### src/rtl/keysched.sv
// rtl/keysched.sv - 16-round key schedule generator with forward and reverse ordering
//
// Produces the sixteen 56-bit round values {C,D} from a permuted-choice key,
// one per consumer acknowledgement. C and D rotate independently as 28-bit
// circular words. Encrypt walks left rotations from K1 to K16. Decrypt starts
// from the unrotated key, which equals K16, and walks right rotations back to K1.
//
// Ports:
//   keysched_clk     in   clock, rising edge
//   keysched_rst     in   asynchronous active-high reset
//   keysched_din     in   56-bit key, C0 = din[55:28], D0 = din[27:0]
//   keysched_start   in   begin a schedule; honoured only when idle
//   keysched_decrypt in   mode captured with start: 1 = decrypt, 0 = encrypt
//   keysched_next    in   acknowledge the current round key and advance
//   keysched_key     out  current round value {C,D}
//   keysched_round   out  current round index 0..15
//   keysched_valid   out  key/round hold a valid round key
//   keysched_busy    out  schedule in progress
//   keysched_done    out  one-cycle pulse after the last key is acknowledged

module keysched (
    input  logic        keysched_clk,
    input  logic        keysched_rst,
    input  logic [55:0] keysched_din,
    input  logic        keysched_start,
    input  logic        keysched_decrypt,
    input  logic        keysched_next,
    output logic [55:0] keysched_key,
    output logic [3:0]  keysched_round,
    output logic        keysched_valid,
    output logic        keysched_busy,
    output logic        keysched_done
);

    typedef enum logic {S_IDLE = 1'b0, S_ACTIVE = 1'b1} state_t;

    state_t      state_q, state_d;
    logic [55:0] key_q, key_d;
    logic [3:0]  round_q, round_d;
    logic        mode_q, mode_d;
    logic        done_q, done_d;

    // The shift table s(r) for r = 1..16 is 1 at r = 1, 2, 9 and 16, and 2 elsewhere.
    // This returns 1 when the rotation for round r is two bits.
    function automatic logic shift_two(input logic [4:0] r);
        shift_two = !((r == 5'd1) || (r == 5'd2) || (r == 5'd9) || (r == 5'd16));
    endfunction

    function automatic logic [27:0] rotl28(input logic [27:0] x, input logic two);
        rotl28 = two ? {x[25:0], x[27:26]} : {x[26:0], x[27]};
    endfunction

    function automatic logic [27:0] rotr28(input logic [27:0] x, input logic two);
        rotr28 = two ? {x[1:0], x[27:2]} : {x[0], x[27:1]};
    endfunction

    // Stepping from index n uses s(n+2) for encrypt and s(16-n) for decrypt.
    logic [4:0] enc_r, dec_r;
    logic       step_two;
    assign enc_r    = {1'b0, round_q} + 5'd2;
    assign dec_r    = 5'd16 - {1'b0, round_q};
    assign step_two = mode_q ? shift_two(dec_r) : shift_two(enc_r);

    // State register.
    always_ff @(posedge keysched_clk or posedge keysched_rst) begin
        if (keysched_rst) begin
            state_q <= S_IDLE;
            key_q   <= 56'd0;
            round_q <= 4'd0;
            mode_q  <= 1'b0;
            done_q  <= 1'b0;
        end else begin
            state_q <= state_d;
            key_q   <= key_d;
            round_q <= round_d;
            mode_q  <= mode_d;
            done_q  <= done_d;
        end
    end

    // Next-state logic. Key and round keep their last values after the final round.
    always_comb begin
        state_d = state_q;
        key_d   = key_q;
        round_d = round_q;
        mode_d  = mode_q;
        done_d  = 1'b0;
        case (state_q)
            S_IDLE: begin
                if (keysched_start) begin
                    state_d = S_ACTIVE;
                    mode_d  = keysched_decrypt;
                    round_d = 4'd0;
                    // Encrypt index 0 is K1 = rotl by s(1) = 1. Decrypt index 0 is the
                    // raw key, because the total rotation of 28 bits returns to the start.
                    if (keysched_decrypt) begin
                        key_d = keysched_din;
                    end else begin
                        key_d = {rotl28(keysched_din[55:28], 1'b0),
                                 rotl28(keysched_din[27:0],  1'b0)};
                    end
                end
            end
            S_ACTIVE: begin
                if (keysched_next) begin
                    if (round_q == 4'd15) begin
                        state_d = S_IDLE;
                        done_d  = 1'b1;
                    end else begin
                        round_d = round_q + 4'd1;
                        if (mode_q) begin
                            key_d = {rotr28(key_q[55:28], step_two),
                                     rotr28(key_q[27:0],  step_two)};
                        end else begin
                            key_d = {rotl28(key_q[55:28], step_two),
                                     rotl28(key_q[27:0],  step_two)};
                        end
                    end
                end
            end
            default: state_d = S_IDLE;
        endcase
    end

    // Output logic. Every output is taken directly from a register.
    always_comb begin
        keysched_key   = key_q;
        keysched_round = round_q;
        keysched_valid = (state_q == S_ACTIVE);
        keysched_busy  = (state_q == S_ACTIVE);
        keysched_done  = done_q;
    end

endmodule

### config.mk
export PLATFORM = sky130hd
export DESIGN_NAME = keysched
export DESIGN_NICKNAME = d
export VERILOG_FILES = /design/src/rtl/keysched.sv
export SDC_FILE = /design/constraint.sdc
export NUM_CORES = 1
export LEC_CHECK = 0
export ABC_AREA = 1
export CORE_MARGIN = 10
export CORE_UTILIZATION = 55
export DETAILED_ROUTE_END_ITERATION = 10
export PLACE_DENSITY = 0.85
export SETUP_SLACK_MARGIN = 0.3
export SLEW_MARGIN = 20
export SYNTH_ARGS = -nofsm -noshare
export SYNTH_HDL_FRONTEND = slang
export SYNTH_SLANG_ARGS = --single-unit
### constraint.sdc
create_clock -name keysched_clk -period 3.5 [get_ports keysched_clk]
set_clock_uncertainty 0.2 [all_clocks]
set_input_delay 0.7 -clock keysched_clk [delete_from_list [all_inputs] [get_ports keysched_clk]]
set_output_delay 0.7 -clock keysched_clk [all_outputs]
set_load 0.01 [all_outputs]
==> Word-level counts from Yosys, hierarchy flattened <==
Index checks and enable logic that the tools add are counted.
W data, S select, Z words.
{ "word_totals": {"inputBits": 61, "elab_cells": 53, "reg_bits": 63} }
{ "op_classes": {"addsub": 3, "muxes": 22, "reduce_logical": 10, "n_bitwise": 1, "eq_ne": 12} }
{ "ops": {"columns": ["operator", "count"], "rows": [
  ["$mux W56", 5],
  ["$mux W28", 4],
  ["$pmux W56 S2", 1],
  ["$mux W4", 3],
  ["$eq A5 B1 Y1 const B", 2],
  ["$eq A5 B2 Y1 const B", 2],
  ["$eq A5 B4 Y1 const B", 2],
  ["$eq A5 B5 Y1 const B", 2],
  ["$pmux W4 S2", 1],
  ["$mux W1", 7],
  ["$logic_or A1 B1 Y1", 6],
  ["$ne A2 B2 Y1 const B", 3],
  ["$add A4 B2 Y5 const B", 1],
  ["$sub A5 B4 Y5 const A", 1],
  ["$add A4 B1 Y4 const B", 1],
  ["$eq A4 B4 Y1 const B", 1],
  ["$reduce_and A3 Y1", 1],
  ["$logic_not A1 Y1", 2],
  ["$pmux W1 S2", 1],
  ["$reduce_and A2 Y1", 1],
  ["$not A1 Y1", 1]
]} }

==> Depth between registers and ports, before layout <==
Gate-level depths: netlist (run 1).
{ "depth": {"ltp_word": 12, "ltp_mapped": 16} }

==> Worst setup path before layout (run 1) <==
OpenSTA, ideal clock, no wires.
{ "synth_timing": {"path_kind": "register to register", "from": "register round_q[2] (netlist: keysched_round[2])", "to": "register key_q[0] (netlist: keysched_key[0])", "slack_ps": 1392, "path_stages_with_launch": 16, "required_time_ps": 3223, "t_arrival_ps": 1830, "path_cell_list": "dfrtp_1 > buf_4 > inv_1 > ha_1 > inv_1 > nor2_1 > nand2_1 > nand3_1 > nand2_1 > nand2_1 > buf_2 > buf_2 > nand3_1 > nand3_1 > nand3_1 > a21oi_1"} }
{ "synth_via": {"elab_chain_len": 12} }
{ "synth_rtl": {"columns": ["item", "line", "source"], "rows": [
  ["start: declaration", "39", "logic [3:0] round_q, round_d;"],
  ["start signal: assignment", "75", "round_q <= round_d;"],
  ["$sub A5 B4 Y5 / $add A4 B2 Y5 (equally long branches)", "61, 60", null],
  ["$eq A5 B1 Y1 / $eq A5 B2 Y1 (equally long branches)", "46", "shift_two = !((r == 5'd1) || (r == 5'd2) || (r == 5'd9) || (r == 5'd16));"],
  ["$logic_or A1 B1 Y1 (3 in series)", "46", null],
  ["$logic_not A1 Y1", "46", null],
  ["$mux W1", "62", "assign step_two = mode_q ? shift_two(dec_r) : shift_two(enc_r);"],
  ["$mux W28 (on tied branches)", "50, 54", null],
  ["$mux W56", "111", "if (mode_q) begin"],
  ["$mux W56", "106", "if (round_q == 4'd15) begin"],
  ["$mux W56", "105", "if (keysched_next) begin"],
  ["$pmux W56 S2", "88", "case (state_q)"],
  ["end signal: assignment", "74", "key_q <= key_d;"],
  ["end: declaration", "38", "logic [55:0] key_q, key_d;"]
]} }
Parallel ways exist; a longest one is shown, timed or not. The select of a mux whose other input is x is not followed.
A chain may end at the register's enable or synchronous reset.

==> Worst setup path in the final report (run 1) <==
{ "layout_timing": {"from": "register round_q[1] (netlist: keysched_round[1])", "to": "register key_q[55] (netlist: keysched_key[55])"} }
The elaborated chain is that of the path after synthesis.

==> metrics.txt, run 1 <==
worst hold path type reg2reg; Clock Latency Late Sink around 350 ps; Worst R2R Setup Slack between 500 and 600 ps; status finished clean; RR Endpoint keysched_key[55]; WP buf/inv 3; GRT Total Usage 23.6%; synth warn 0; Post-CTS Resized 0; most used cell along the critical path nand3_1; register bit count reported by yosys 63; antenna violations before repair 0; Syn Inst Count 878; Worst Setup Start Kind flop; clk sinks 63; die footprint about 14000 um2; clock buffer count from CTS 9; vias per inst 5.90; Core ar. ~9300 um2; number of flops mapped to enable cells by yosys 0; Hold Buf Count CTS 0; Reg power frac 25.1%; Critical Path RT between 3000 and 4000 ps; RSZ-0062 raised after global routing no; Slew headroom approximately 33%; worst hold path depth 2; Max-Cap Viols 0; Slowest Stage Delay on Critical Path slightly below 800 ps; dominant synthesized flop cell dfrtp_1; Fin. Hold Viols 0; drt pass-1 iters 7; end of the worst hold path keysched_key[20]; RD Place Congestion ~0.94; Final Setup Violations 0; Combinational Power Share between 60% and 70%; I/O pin count 124; number of fill cells in the layout between 800 and 900; Die Y-Extent about 120 um; hold_sp keysched_key[20]; nets 1015; vias ~6400; kind of critical path reg2reg; vias in the first global route 5777; CTS tree done; most common cell after layout, fill and taps aside nand3_1; worst reg2reg path startpoint keysched_round[1]; H-tree depth 3; largest net degree at the start of global routing ~110; Slew Limit Fails 0; Sw Share 49.8%; ant diodes 0; layout cells sized above 1 between 3 and 4%; fin crit period between 2000 and 3000 ps; area grow syn2layout 25.8%; Synth Net Count between 900 and 1000; FP Rows 35; Clock Tree Buf Depth 2; Starting Density between 50% and 60%; crit end category flop; TNS Setup 0 ps; crit path max fanout 108; clock root buffer master clkbuf_8; buffers added on ports around 120; GRT overflow 0; Power Dens Cells between 900 and 1000 nW/um2; worst-margin pin slew between 1000 and 1500 ps; WP data arrival between 2000 and 3000 ps; R2R depth 12; cell chain of the critical path inv_1 > ha_1 > inv_1 > nand2_1 > nand3_1 > nand2_2 > nand2_4 > buf_4 > nand3_1 > nand3_1 > nand3_1 > a21oi_1; area of the mapped netlist about 5300 um2; P_int ~3.2 mW; post-synth cell types 19; DP HPWL 11.5 mm; Fmax achieved around 0.34 GHz; FFs w/ async S/R, synth 100%; routed wire length ~17 mm; Crit path max-delay family buffers and inverters; CP max-delay cell buf_4; Post-CTS Setup Inserts 0; Worst VDD drop between 0.6 and 0.7 mV; first-pass GRT wire length approximately 29 mm; P_sw about 3.2 mW; post-DR wirelength/cell about 16 um; fin crit share roughly 83%; initial DRC count between 700 and 800; clk slew on worst S/H paths 70 ps; DRC 0; Crit path depth 12; DIE WIDTH approximately 120 um; Total Power ~6.4 mW; Clock Power Share 9.8%; Mean Syn Cell Area 6.04 um2; Seq/Total Area, Yosys 29.7%; Routed Antenna Nets 0; static leakage 3.08 nW; most frequent cells in the layout nand3_1 (177), nand2_1 (130), clkdlybuf4s50_1 (122)
-- through the flow --
step | util [%] | hold WS [ps] | area [um2] | instances | setup WS (ps)
3_5_place_dp | 69.5 | 392 | 6480 | 1066 | 660
5_1_grt | 71.5 | 433 | 6670 | 1081 | 359
2_1_floorplan | - | 400 | 5300 | 878 | 1030
3_3_place_gp | 69.5 | 372 | 6480 | 1066 | 849
4_1_cts | 71.5 | 410 | 6670 | 1081 | 628
6_report | 71.5 | 417 | 6670 | 1081 | 582
-- worst reg2reg max path, cell delays in order, from the launching register on --
cell     delay, ps
dfrtp_1        480
inv_1          150
ha_1           250
inv_1           80
nand2_1         50
nand3_1         90
nand2_2        110
nand2_4         80
buf_4          770
nand3_1        230
nand3_1        130
nand3_1         70
a21oi_1        150
-- cell usage after synthesis (2+ instances only) --
cell      instances  share of area [%]
nand3_1         177                 17
nand2_1         132                9.3
nor2_1          115                8.1
o21ai_0         115                 11
a21oi_1         114                 11
inv_1            69                4.9
dfrtp_1          63                 30
clkbuf_1         50                3.5
buf_2            11                1.0
buf_4             6               0.85
ha_1              6                1.4
buf_6             5                1.1
a31oi_1           4               0.47
buf_1             4               0.28
inv_2             2               0.14
nand2_2           2               0.24
-- worst max path at each step --
stage                            startpoint                to  slack, ps
after global placement    keysched_round[1]  keysched_key[16]        850
after global routing      keysched_round[1]  keysched_key[37]        360
after detailed placement  keysched_round[1]  keysched_key[55]        660
after floorplan                keysched_rst     keysched_busy       1030
after CTS                 keysched_round[1]  keysched_key[18]        630
final                     keysched_round[1]  keysched_key[55]        580
-- power groups by stage --
stage	clock, mW	sequential, mW	combinational (mW)
2_1_floorplan	0	1.53	2.90
3_3_place_gp	0	1.57	3.99
3_5_place_dp	0	1.59	4.10
4_1_cts	0.626	1.58	4.13
5_1_grt	0.661	1.65	4.69
6_report	0.624	1.60	4.15
-- registers in the layout, indices dropped and copies added (netlist names) --
signal / cells
keysched_key: 56
keysched_round: 4
keysched_busy: 1
keysched_done: 1
mode_q: 1
-- area by class of cell --
| cell class | instances | area, um2 | share of cell area, % |
|---|---|---|---|
| Clock buffer | 15 | 186 | 2.79 |
| Multi-Input combinational cell | 668 | 3110 | 46.6 |
| Timing Repair Buffer | 135 | 1370 | 20.5 |
| Sequential cell | 63 | 1580 | 23.7 |
| Inverter | 71 | 267 | 4.00 |
| Tap cell | 129 | 161 | 2.42 |
-- cell families after synthesis --
group	after synthesis	share of synthesized area, %
compound gates	233	22.1
flops	63	29.7
xor+xnor	1	0.165
fa+ha+maj	6	1.42
buf+inv	147	11.8
simple gates	428	34.8
-- routing by layer --
layer,GRT usage [%],vias up,wire [um]
met4,6.88,0,279
met1,30.7,2922,7180
met5,0,-,0
met3,5.19,27,1650
met2,38.1,341,7780
li1,-,3085,-
Power figures use the tool's default switching activity.
==> inputs of run 2 (changes only) <==
--- a/config.mk
+++ b/config.mk
@@ -7,9 +7,9 @@
 export LEC_CHECK = 0
 export ABC_AREA = 1
 export CORE_MARGIN = 10
-export CORE_UTILIZATION = 55
+export CORE_UTILIZATION = 46
 export DETAILED_ROUTE_END_ITERATION = 10
-export PLACE_DENSITY = 0.85
+export PLACE_DENSITY = 0.75
 export SETUP_SLACK_MARGIN = 0.3
 export SLEW_MARGIN = 20
 export SYNTH_ARGS = -nofsm -noshare
==> constraint.sdc (replaced) <==
create_clock -name keysched_clk -period 2.4 [get_ports keysched_clk]
set_clock_uncertainty 0.2 [all_clocks]
set_input_delay 0.48 -clock keysched_clk [delete_from_list [all_inputs] [get_ports keysched_clk]]
set_output_delay 0.48 -clock keysched_clk [all_outputs]
set_load 0.01 [all_outputs]
==> metrics.txt, run 2 (synthesis results as in run 1) <==
R2R depth 14; RR Endpoint keysched_key[26]; buffers added on ports ~120; worst reg2reg path startpoint keysched_round[1]; Die Y-Extent 127 um; vias around 6700; Power Dens Cells 1530 nW/um2; Worst VDD drop between 0.6 and 0.7 mV; GRT overflow 0; H-tree depth 3; clk slew on worst S/H paths roughly 50 ps; DP HPWL 11.4 mm; most common cell after layout, fill and taps aside nand3_1; footprint of the multi-input gates 3480 um2; flip-flop count of the largest register after layout 56; Fin. Hold Viols 0; crit path max fanout 5; drt pass-1 iters 6; Slew headroom between 60% and 70%; first-pass GRT wire length about 31 mm; TNS Setup 0 ps; Final Setup Violations 0; Clock Tree Buf Depth 2; vias in the first global route a little under 6000; Max-Cap Viols 0; worst hold path type in2async; largest net degree at the start of global routing roughly 110; initial DRC count 904; clock root buffer master clkbuf_16; CTS tree done; RD Place Congestion about 0.90; static leakage 3.57 nW; Starting Density 46.6%; GRT Total Usage 22.4%; clk sinks 63; Worst Setup Start Kind flop; I/O pin count about 120; Fmax achieved approximately 0.43 GHz; DRC 0; antenna violations before repair 1; Routed Antenna Nets 0; crit end category flop; Clock Latency Late Sink between 300 and 400 ps; vias per inst between 5 and 6; most frequent cells in the layout nand3_1 (153), clkdlybuf4s50_1 (117), o21ai_0 (114); DIE WIDTH 127 um; worst-margin pin slew around 490 ps; FP Rows 39; Critical Path RT 2420 ps; fin crit period approximately 2300 ps; Core ar. 11400 um2; status finished clean; Hold Buf Count CTS 0; post-DR wirelength/cell 18.5 um; WP data arrival ~2400 ps; routed wire length about 21 mm; Slew Limit Fails 0; nets around 1000; kind of critical path reg2reg; number of fill cells in the layout about 1000; layout cells sized above 1 between 10% and 20%; Sequential Area ~1600 um2; area grow syn2layout 46.2%; RSZ-0062 raised after global routing yes; clock buffer count from CTS 9; Min Hold Slack 385 ps; fin crit share a little over nine tenths; Worst R2R Setup Slack around 67 ps; die footprint approximately 16000 um2
-- run 2: critical path: stages, from the launching register on --
cell,delay [ps]
dfrtp_2,440
buf_4,150
buf_4,130
nand3_1,120
nand2_1,100
nand3_2,110
nand2_4,80
nand2_8,140
nand2_8,90
buf_12,140
buf_16,130
nand2_1,90
nand3_1,110
nand3_1,130
a21oi_2,60
-- run 2: worst max path at each step --
stage / start / endpoint / slack [ps] / depth (start not counted)
after floorplan: keysched_round[2] / keysched_key[0] / 290 / 15
after global placement: keysched_round[1] / keysched_key[35] / 200 / 13
after detailed placement: keysched_round[1] / keysched_key[54] / 150 / 12
after CTS: keysched_round[1] / keysched_key[3] / 240 / 14
after global routing: keysched_round[1] / keysched_key[26] / 20 / 14
final: keysched_round[1] / keysched_key[26] / 70 / 14
-- run 2: per-layer routing --
metal	vias up	GRT usage, %	routed length [um]	share of wire, %
li1	3149	-	-	-
met1	3152	29.7	8460	41
met2	386	34.9	9840	47
met3	53	4.80	1940	9.3
met4	0	8.77	602	2.9
met5	-	0	0	0
-- run 2: where the power goes --
group	internal, mW	switching (mW)	total (mW)	leakage (nW)
clock network	0.808	0.485	1.29	0.142
registers	1.55	0.747	2.29	0.668
logic	3.80	4.47	8.27	2.76
-- run 2: through the flow --
step / setup WS [ps] / cells / total power, mW / instance area [um2] / util [%]
floorplan: 292 / 878 / 6.46 / 5300 / -
global placement: 200 / 1088 / 8.42 / 6650 / 58.5
detailed placement: 150 / 1088 / 8.50 / 6650 / 58.5
CTS: 241 / 1117 / 10.6 / 7260 / 63.9
global route: 15.8 / 1127 / 12.7 / 7750 / 68.2
finish: 67.4 / 1127 / 11.9 / 7750 / 68.2
-- run 2: cell type report --
class / instances / share of cell area, %
Multi-Input combinational cell: 668 / 44.9
Timing Repair Buffer: 166 / 25.0
Sequential cell: 63 / 20.4
Clock buffer: 15 / 3.71
Inverter: 71 / 3.55
Tap cell: 143 / 2.31
Antenna cell: 1 / 0.0323
-- run 2: timing repair --
action,in CTS,in global routing
pin swaps,6,34
gates cloned,5,5
gates resized for setup,30,80
endpoints found under the setup margin,58,62
setup buffers,9,4
